$ cat src/rtl/str_fifo.sv
// str_fifo: synchronous valid/ready stream FIFO, first-word-fall-through.
// Depth is 2**AW words. Both handshake flags are registered, so neither
// s_tready nor m_tvalid has a combinational path from any input.
// Optional feature: define STR_FIFO_CNT_EN to add the registered m_tcount
// occupancy output (AW+1 bits, 0..DEPTH).
module str_fifo #(
  parameter int DW = 32,
  parameter int AW = 4
) (
  input  logic          clk,
  input  logic          rst,
  input  logic          s_tvalid,
  output logic          s_tready,
  input  logic [DW-1:0] s_tdata,
  output logic          m_tvalid,
  input  logic          m_tready,
  output logic [DW-1:0] m_tdata
`ifdef STR_FIFO_CNT_EN
  ,
  output logic [AW:0]   m_tcount
`endif
);

  localparam int DEPTH = 1 << AW;

  // Storage is plain data: never reset, only written on a push.
  logic [DW-1:0] mem [DEPTH];

  // Pointers carry one extra wrap bit to tell full from empty.
  logic [AW:0] wr_ptr;
  logic [AW:0] rd_ptr;
  logic [AW:0] wr_ptr_nxt;
  logic [AW:0] rd_ptr_nxt;

  logic push;
  logic pop;

  // Full: same slot, opposite wrap bit.
  function automatic logic is_full(input logic [AW:0] wp, input logic [AW:0] rp);
    return (wp[AW-1:0] == rp[AW-1:0]) && (wp[AW] != rp[AW]);
  endfunction

  // Empty: pointers identical.
  function automatic logic is_empty(input logic [AW:0] wp, input logic [AW:0] rp);
    return wp == rp;
  endfunction

  // Handshakes use only the registered flags, so a pop while full cannot
  // make room for a push in the same cycle, and a push into an empty FIFO
  // is not bypassed to the output.
  assign push = s_tvalid && s_tready;
  assign pop  = m_tvalid && m_tready;

  // Next pointer values; the flags below are computed from these so that
  // they describe the state seen during the following cycle.
  always_comb begin
    wr_ptr_nxt = wr_ptr;
    rd_ptr_nxt = rd_ptr;
    if (push) wr_ptr_nxt = wr_ptr + {{AW{1'b0}}, 1'b1};
    if (pop)  rd_ptr_nxt = rd_ptr + {{AW{1'b0}}, 1'b1};
  end

  // Pointer and flag registers; reset forces the FIFO empty and closes
  // the input for one cycle regardless of any handshake in flight.
  always_ff @(posedge clk) begin
    if (rst) begin
      wr_ptr   <= '0;
      rd_ptr   <= '0;
      s_tready <= 1'b0;
      m_tvalid <= 1'b0;
    end else begin
      wr_ptr   <= wr_ptr_nxt;
      rd_ptr   <= rd_ptr_nxt;
      s_tready <= !is_full(wr_ptr_nxt, rd_ptr_nxt);
      m_tvalid <= !is_empty(wr_ptr_nxt, rd_ptr_nxt);
    end
  end

  // Word array write on each accepted upstream word.
  always_ff @(posedge clk) begin
    if (push) mem[wr_ptr[AW-1:0]] <= s_tdata;
  end

  // Oldest word falls through to the output without a register stage.
  assign m_tdata = mem[rd_ptr[AW-1:0]];

`ifdef STR_FIFO_CNT_EN
  // Occupancy counter: up on push-only, down on pop-only, else hold.
  always_ff @(posedge clk) begin
    if (rst) begin
      m_tcount <= '0;
    end else if (push && !pop) begin
      m_tcount <= m_tcount + {{AW{1'b0}}, 1'b1};
    end else if (pop && !push) begin
      m_tcount <= m_tcount - {{AW{1'b0}}, 1'b1};
    end
  end
`endif

endmodule

$ cat config.mk
export PLATFORM = sky130hd
export DESIGN_NAME = str_fifo
export DESIGN_NICKNAME = d
export VERILOG_FILES = /design/src/rtl/str_fifo.sv
export SDC_FILE = /design/constraint.sdc
export NUM_CORES = 1
export LEC_CHECK = 0
export ABC_AREA = 1
export BUFFER_PORTS_ARGS = -buffer_cell sky130_fd_sc_hd__buf_2
export CAP_MARGIN = 5
export CORE_AREA = 10 10 255 257
export DETAILED_ROUTE_END_ITERATION = 6
export DIE_AREA = 0 0 265 267
export HOLD_SLACK_MARGIN = 0.15
export SLEW_MARGIN = 20
export SYNTH_ARGS = -nofsm -noshare
export SYNTH_HDL_FRONTEND = slang
export SYNTH_SLANG_ARGS = --single-unit
export TNS_END_PERCENT = 1
$ cat constraint.sdc
create_clock -name clk -period 4.6 [get_ports clk]
set_clock_uncertainty 0.1 [all_clocks]
set_input_delay 0.23 -clock clk [delete_from_list [all_inputs] [get_ports clk]]
set_output_delay 0.23 -clock clk [all_outputs]
set_load 0.005 [all_outputs]
==> results_dict.tcl, run 1 <==
set metrics [dict create \
    fin_cells 2516 \
    synth_top_area_share_pct 74.2 \
    final_common_cell "edfxtp_1" \
    post_cts_buffers 0 \
    final_antenna_net_count 0 \
    yosys-top-cells-area "edfxtp_1 (74%), nor2_1 (6.2%), o21ai_0 (5.7%)" \
    maxSlewHeadroom_pct 28.2 \
    nFillCells 5606 \
    final_cell_mix "edfxtp_1 (512), nor2_1 (326), o21ai_0 (238)" \
    insertion_delay_ns 0.60 \
    avgViaCountPerCell 5.22 \
    antenna_found_initial 0 \
    multi_input_area_mm2 0.00458 \
    die_x_um 265 \
    status "completed" \
    diodes 0 \
    end_kind "primary output" \
    worst_ep_arrival_time_ns 3.12 \
    yosys_warnings 0 \
    power_per_cell_area_mw_per_mm2 428 \
    grt_max_degree 138 \
    rrSetupSlack_ns 1.87 \
    min_period_over_period_pct 74.9 \
    grt.total_usage_pct 14.7 \
    layout-drive-gt1-share_pct 11.5 \
    fin_crit_ns 3.45 \
    synth-xor-area-share_pct 0 \
    synth_fp_nets 1641 \
    gp_congestion 0.755 \
    rsz0062_at_grt "false" \
    required_ns 4.27 \
    drcViolationCount 0 \
    muxShareOfSynthArea_pct 0 \
    vias 13100 \
    syn-cell-area_mm2 0.0207 \
    ctsResizeCount 0 \
    synth_compound_area_share_pct 11.1 \
    drt-initial-drc-count 1104 \
    cp_max_fo 95 \
    nets 1731 \
    grt_pass1_wl_um 80300 \
    cellLeakagePower_nw 7.82 \
    hp-start "rst" \
    register_area_mm2 0.0156 \
    holdPathStages 3 \
    ys_types 24 \
    avgRoutedWirePerCell_um 21.2 \
    hold_viol 0 \
    drt-total-wl_um 53200 \
    portBuffers 69 \
    ff2ff_path_depth 6 \
    ys_ff_latch 524 \
    dieArea_mm2 0.0708 \
    r2r_end "mem[3][21]" \
    initial_core_util_pct 34.6 \
    r2r_start "wr_ptr[1]" \
    crit_type "flip-flop to primary output" \
    cts_made_buffers 52 \
    dpl.cell_count 2382 \
    final_max_slew_viol_count 0 \
    fmax_ghz 0.290 \
    synth_top_family_by_area "compound AO/OA/AOI/OAI gates" \
    synthCells 1600 \
    hold-path-endpoint "wr_ptr[4]" \
    cts-root-buf "clkbuf_16" \
    irDropWorstVdd_mv 0.299 \
    hpwl_um 28700 \
    setup_violations 0 \
    io-pin-count 70 \
    cts.sinks 524 \
    tightest_slew_ns 1.08 \
    area_delta_synth_final_pct 15.4 \
    synth-seq-area-share_pct 75.4 \
    synth.avg_cell_area_um2 12.9 \
    drt_first_pass_iters 5 \
    setup_tns_ns 0 \
    grt_remaining_overflow 0 \
    cap_violations 0 \
    num_rows 90 \
    synth_fa_ha_area_share_pct 0.302 \
    yosysTopAreaCell "edfxtp_1" \
    start_kind "flip-flop" \
    cts_tree "done" \
    hold_path_class "primary input to flip-flop" \
    ctsHoldBuffers 36 \
    coreArea_mm2 0.0599 \
    clockBufferDepth 3 \
    grt_pass1_vias 12800 \
    fp.dieH_um 267 \
    cts.clk_slew.worst_paths_ns 0.06 \
    synthSimpleGateAreaFrac_pct 10.1 \
    htreeDepth 2 \
]
logic make-up after synthesis:
logic type,count (synthesis)
adders and majority gates,5
buffers and inverters,126
AOI/OAI and AO/OA,406
and+or+nand+nor,539
DFF,524
report_power, final:
part | internal, mW | switching (mW) | leakage [nW]
registers | 5.28 | 0.0316 | 4.71
logic | 0.261 | 0.561 | 2.30
clock network | 2.33 | 1.77 | 0.809
total | 7.86 | 2.37 | 7.82
cell type report:
class,instances,area share [%]
clock inverter,30,1.00
timing repair buffer,137,4.14
clock buffer,68,5.87
inverter,25,0.413
multi-input combinational,950,19.1
tap,782,4.09
sequential,524,65.3
sequential cells by signal (all words and copies together) (netlist names):
name	count
s_tready	1
mem	512
rd_ptr	5
m_tvalid	1
wr_ptr	5
through the flow:
| stage | total power, mW | area (µm²) | hold WS (ns) | setup WS [ns] | utilization [%] |
|---|---|---|---|---|---|
| after detailed placement | 6.21 | 21900 | 0.464 | 1.78 | 36.6 |
| after global routing | 10.6 | 23900 | 0.467 | 0.929 | 39.9 |
| after floorplan | 5.91 | 20700 | 0.229 | 1.75 | - |
| after global placement | 6.20 | 21900 | 0.442 | 1.77 | 36.5 |
| final | 10.2 | 23900 | 0.441 | 1.15 | 39.9 |
| after CTS | 10.3 | 23900 | 0.429 | 1.11 | 39.9 |
routing by layer:
layer	wire, µm	GRT usage [%]	vias to the layer above
met5	0	0	-
met4	1000	3.96	0
met3	2670	2.11	80
met2	26900	25.9	391
met1	22700	18.7	6620
li1	-	-	6045
worst max-delay path: stages (launching register included):
cell,delay [ns]
dfxtp_4,0.84
inv_6,0.40
buf_12,0.33
o21ai_0,0.23
o21ai_1,0.09
o211ai_1,0.25
nand3_1,0.11
buf_2,0.15
how the worst max path moves through the flow:
stage / start / endpoint / slack, ns
floorplan: wr_ptr[1] / m_tvalid / 1.75
global placement: rd_ptr[0] / m_tdata[13] / 1.77
detailed placement: rd_ptr[0] / m_tdata[11] / 1.78
CTS: rd_ptr[0] / m_tdata[13] / 1.11
global route: rd_ptr[0] / m_tdata[21] / 0.93
finish: rd_ptr[0] / m_tdata[4] / 1.15
cell usage after synthesis:
master and number:
nor3_1 1, dfxtp_1 12, buf_1 1, inv_1 23, o21ai_2 1, buf_4 2, o21ai_1 39, edfxtp_1 512
clkbuf_1 57, o211ai_1 51, o221ai_1 12, o22ai_1 64, nand2_1 141, nand3_1 54, inv_2 1, buf_2 20
o21ai_0 238, ha_1 5, clkinv_1 1, buf_12 1, clkbuf_2 3, o211ai_2 1, nor2_1 343, buf_6 17
Note: power is estimated with default switching activity, not from simulation.
==> inputs of run 2 (changes only) <==
- clock period: 4.6 -> 3.2 ns (I/O delays scaled with it)
==> run 2 against run 1 <==
Register-to-register slack lost 1.3 ns. Combinational power increased by 50%. Cell area increased by 1.3%. Via count rose by 0.70%. Setup slack worse by 0.97 ns. Clock power increased by 49%. Global-route usage rose by 0.071 points. Count of clock-buffer cells in the layout decreased by 4. Flip-flop and latch count unchanged. Core utilization is 0.52 points higher. Final cell count up 0.87%. Critical path type unchanged. Critical endpoint is now m_tdata[2].
==> results_dict.tcl, run 2 (synthesis gave the netlist of run 1 again) <==
set metrics [dict create \
    cellLeakagePower_nw 7.98 \
    pwr-share-comb_pct 8.2 \
    power_mw 14.9 \
    status "completed" \
    antenna_found_initial 1 \
    vias 13200 \
    placed_area_mm2 0.0221 \
    cts_tree "done" \
    num_rows 90 \
    crit_path_max_incr_delay_ns 0.75 \
    grt_max_degree 98 \
    dpl.cell_count 2403 \
    setup_violations 0 \
    fin_crit_ns 3.01 \
    insertion_delay_ns 0.59 \
    grt_pass1_vias 13000 \
    coreArea_mm2 0.0599 \
    nFillCells 5503 \
    cts_made_buffers 54 \
    initial_core_util_pct 34.6 \
    grt_remaining_overflow 0 \
    grt_pass1_wl_um 80800 \
    cts.sinks 524 \
    avgRoutedWirePerCell_um 20.8 \
    p_sw_mw 3.42 \
    final_cell_mix "edfxtp_1 (512), nor2_1 (326), o21ai_0 (238)" \
    maxSlewHeadroom_pct 44.2 \
    required_ns 2.94 \
    area_delta_synth_final_pct 16.9 \
    grt.total_usage_pct 14.8 \
    hpwl_um 30300 \
    final_util_pct 40.4 \
    ctsHoldBuffers 36 \
    crit_chain "buf_4 > nand2_1 > inv_1 > buf_4 > nand2_1 > nand3_1 > buf_2" \
    hold_viol 0 \
    die_x_um 265 \
    critPathSlowestCell "dfxtp_2" \
    io-pin-count 70 \
    final_common_cell "edfxtp_1" \
    power_frac_seq_pct 51.0 \
    cts-root-buf "clkbuf_16" \
    rsz0062_at_grt "false" \
    drt-initial-drc-count 1128 \
    start_kind "flip-flop" \
    cap_violations 0 \
    place_ws_ns 0.547 \
    largest_reg_flops 512 \
    cp_num_buf_inv 4 \
    power_per_cell_area_mw_per_mm2 617 \
    drt-total-wl_um 52900 \
    drcViolationCount 0 \
    fp.dieH_um 267 \
    diodes 0 \
    post_cts_buffers 0 \
    min_period_over_period_pct 94.1 \
    avgViaCountPerCell 5.21 \
    design_area_mm2 0.0242 \
    pwr-share-clk_pct 40.8 \
    fin_cells 2538 \
    dieArea_mm2 0.0708 \
    drt_first_pass_iters 7 \
    layout-drive-gt1-share_pct 12.5 \
    end_kind "primary output" \
    htreeDepth 2 \
    fmax_ghz 0.332 \
    setup_tns_ns 0 \
    portBuffers 69 \
    layout_setup_ws_ns 0.189 \
    p_sw_share_pct 22.9 \
    clockBufferDepth 3 \
    hold_ws_ns 0.370 \
    final_antenna_net_count 0 \
    nets 1754 \
    cts.clk_slew.worst_paths_ns 0.06 \
    crit_type "flip-flop to primary output" \
    hold_path_class "primary input to flip-flop" \
    gp_congestion 0.772 \
    irDropWorstVdd_mv 0.363 \
    final_max_slew_viol_count 0 \
    tightest_slew_ns 0.835 \
    ctsResizeCount 0 \
    crit_family "buffers and inverters" \
    p_int_mw 11.5 \
    worst_ep_arrival_time_ns 2.75 \
    cp_max_fo 21 \
]
==> run 2: changes by cell type in the layout (fill, tap and decap cells not counted), moves of 2 or more <==
cell	delta
buf_4	+14
buf_12	+8
clkinv_1	+6
clkbuf_1	-5
bufinv_16	+2
clkinv_2	-2
==> run 2: layout make-up <==
class	instances	area [µm²]	area share (%)
sequential	524	15600	64.5
multi-input combinational	950	4580	18.9
clock buffer	64	1410	5.82
timing repair buffer	158	1230	5.07
tap	782	978	4.04
clock inverter	35	309	1.28
inverter	25	98.8	0.408
==> run 2: power by group through the flow <==
stage / logic (mW) / registers, mW / clock network [mW]
floorplan: 0.751 / 7.75 / 0
global route: 1.38 / 7.62 / 6.50
global placement: 1.19 / 7.76 / 0
detailed placement: 1.20 / 7.76 / 0
CTS: 1.25 / 7.62 / 6.23
finish: 1.23 / 7.62 / 6.10
==> run 2: worst paths after layout <==
check | from | endpoint | slack (ns) | cells after the start
worst max-delay path | rd_ptr[2] | m_tdata[2] | 0.19 | 7
worst min register to register | rd_ptr[3] | rd_ptr[3] | 0.49 | 3
worst max register to register | s_tready | mem[0][31] | 0.61 | 5
worst min-delay path | rst | rd_ptr[1] | 0.37 | 3
==> run 2: per-layer routing <==
metal	vias to the layer above	GRT usage, %	share of wire [%]
li1	6104	-	-
met1	6668	19.3	43
met2	363	24.9	49
met3	91	2.48	5.5
met4	2	4.46	2.5
met5	-	0	0.025
==> run 2: worst reg2reg max path: cells and delay by family (launching register included) <==
kind | cells | cell delay (ns)
flip-flops | 1 | 0.49
AND/OR/NAND/NOR | 3 | 1.13
buffers and inverters | 2 | 0.54
==> inputs of run 3 (changes only) <==
- CTS_BUF_LIST: unset -> sky130_fd_sc_hd__clkbuf_8
==> run 3 against run 2 <==
Power decreased by 5.0%. Critical path depth unchanged. Die area unchanged. Clock power decreased by 12%. Wire length increased by 0.56%. Flip-flop and latch count unchanged. Combinational power about the same. Non-clock buffer count unchanged. Largest power group unchanged.
==> results_dict.tcl, run 3 (synthesis gave the netlist of run 1 again) <==
set metrics [dict create \
    p_int_mw 10.8 \
    nFillCells 5565 \
    die_x_um 265 \
    initial_core_util_pct 34.6 \
    portBuffers 69 \
    crit_path_max_incr_delay_ns 0.64 \
    cp_max_fo 36 \
    avgRoutedWirePerCell_um 20.6 \
    m1WireLength_um 23200 \
    p_sw_mw 3.44 \
    fin_cells 2585 \
    nets 1786 \
    cap_violations 0 \
    required_ns 2.94 \
    hold_ws_ns 0.299 \
    cellLeakagePower_nw 8.01 \
    fmax_ghz 0.338 \
    avgViaCountPerCell 5.16 \
    diodes 0 \
    cts.sinks 524 \
    status "completed" \
    drt-total-wl_um 53200 \
    p_sw_share_pct 24.2 \
    drt_first_pass_iters 5 \
    rsz0062_at_grt "false" \
    drt-initial-drc-count 1013 \
    pwr-share-comb_pct 8.7 \
    cts.clk_slew.worst_paths_ns 0.06 \
    setup_violations 0 \
    crit_type "flip-flop to primary output" \
    tightest_slew_ns 0.849 \
    clockBufferDepth 3 \
    grt_pass1_wl_um 81200 \
    final_max_slew_viol_count 0 \
    maxSlewHeadroom_pct 43.3 \
    grt_pass1_vias 13300 \
    wl_met2_um 25900 \
    final_antenna_net_count 0 \
    power_per_cell_area_mw_per_mm2 590 \
    largest_reg_flops 512 \
    antenna_found_initial 1 \
    io-pin-count 70 \
    cts_tree "done" \
    final_cell_mix "edfxtp_1 (512), nor2_1 (326), o21ai_0 (238)" \
    cts_made_buffers 86 \
    fin_crit_ns 2.96 \
    setup_tns_ns 0 \
    pwr-share-clk_pct 37.7 \
    grt_max_degree 98 \
    drcViolationCount 0 \
    start_kind "flip-flop" \
    hp-start "rst" \
    critPathLaunch "rd_ptr[1]" \
    design_area_mm2 0.0241 \
    end_kind "primary output" \
    cts-root-buf "clkbuf_8" \
    layout-drive-gt1-share_pct 13.6 \
    highest_layer "met5" \
    vias 13300 \
    r2r_start "s_tready" \
    route.met3.wl_um 3140 \
    hold_viol 0 \
    coreArea_mm2 0.0599 \
    multi_input_area_mm2 0.00458 \
    htreeDepth 3 \
    fp.dieH_um 267 \
    hold_path_class "primary input to flip-flop" \
    gp_congestion 0.772 \
    placed_area_mm2 0.0221 \
    num_rows 90 \
    dieArea_mm2 0.0708 \
    crit_chain "inv_2 > buf_4 > o21ai_0 > o22ai_1 > nand2_1 > nand3_1 > buf_2" \
    irDropWorstVdd_mv 0.324 \
    dpl.cell_count 2403 \
    area_delta_synth_final_pct 16.1 \
    grt_remaining_overflow 0 \
    register_area_mm2 0.0156 \
    insertion_delay_ns 0.68 \
    min_period_over_period_pct 92.6 \
    critPathSlowestCell "inv_2" \
    grt.total_usage_pct 15.0 \
    hpwl_um 30300 \
    final_common_cell "edfxtp_1" \
    worst_ep_arrival_time_ns 2.70 \
    cp_num_buf_inv 3 \
    power_frac_seq_pct 53.7 \
    crit_family "buffers and inverters" \
]
run 3: cell types whose count changed in the layout (fill, tap and decap cells not counted), sizes merged:
cell	previous run	this run
inv	25	52
bufinv	5	3
clkinv	29	27
clkinvlp	1	2
clkbuf	64	87
run 3: power groups by stage:
stage,logic (mW),clock network [mW],registers (mW)
3_5_place_dp,1.20,0,7.76
6_report,1.23,5.34,7.62
3_3_place_gp,1.19,0,7.76
2_1_floorplan,0.751,0,7.75
4_1_cts,1.25,5.47,7.62
5_1_grt,1.38,5.81,7.62
run 3: worst reg2reg max path: stages, from the launching register on:
cell and delay (ns):
dfxtp_1 0.49, nand2_1 0.19, inv_1 0.17, nand2_1 0.26
nor2_4 0.68, buf_4 0.37
run 3: per-stage QoR:
| step | utilization (%) | power [mW] | setup slack [ns] |
|---|---|---|---|
| 3_3_place_gp | 37.0 | 8.95 | 0.599 |
| 5_1_grt | 40.2 | 14.8 | 0.0555 |
| 3_5_place_dp | 37.0 | 8.97 | 0.547 |
| 6_report | 40.2 | 14.2 | 0.237 |
| 2_1_floorplan | - | 8.50 | 0.347 |
| 4_1_cts | 40.1 | 14.3 | 0.0799 |
run 3: metal layers:
layer | vias to the layer above | GRT usage (%)
met5 | - | 0
met4 | 2 | 4.74
met3 | 76 | 3.21
met2 | 393 | 24.7
met1 | 6707 | 19.4
li1 | 6167 | -
run 3: worst paths after layout:
check           endpoint  slack [ns]  cells past startpoint
min            wr_ptr[3]        0.30                      3
max reg2reg   mem[0][21]        0.62                      5
min reg2reg    rd_ptr[3]        0.48                      3
max          m_tdata[22]        0.24                      7
run 3: what timing repair did:
| action | 4_1_cts | 5_1_grt |
|---|---|---|
| resized for setup | 0 | 3 |
| endpoints found under the hold margin | 542 | 0 |
| hold buffers | 36 | 0 |
| setup buffers | 0 | 0 |
| setup endpoints to repair | 0 | 2 |
run 3: final cells by class:
| type | count | area share (%) |
|---|---|---|
| flip-flops and latches | 524 | 65.0 |
| multi-input cells | 950 | 19.0 |
| repair buffers | 158 | 5.14 |
| clock buffers | 87 | 4.98 |
| well taps | 782 | 4.07 |
| clock inverters | 59 | 1.40 |
| inverters | 25 | 0.411 |
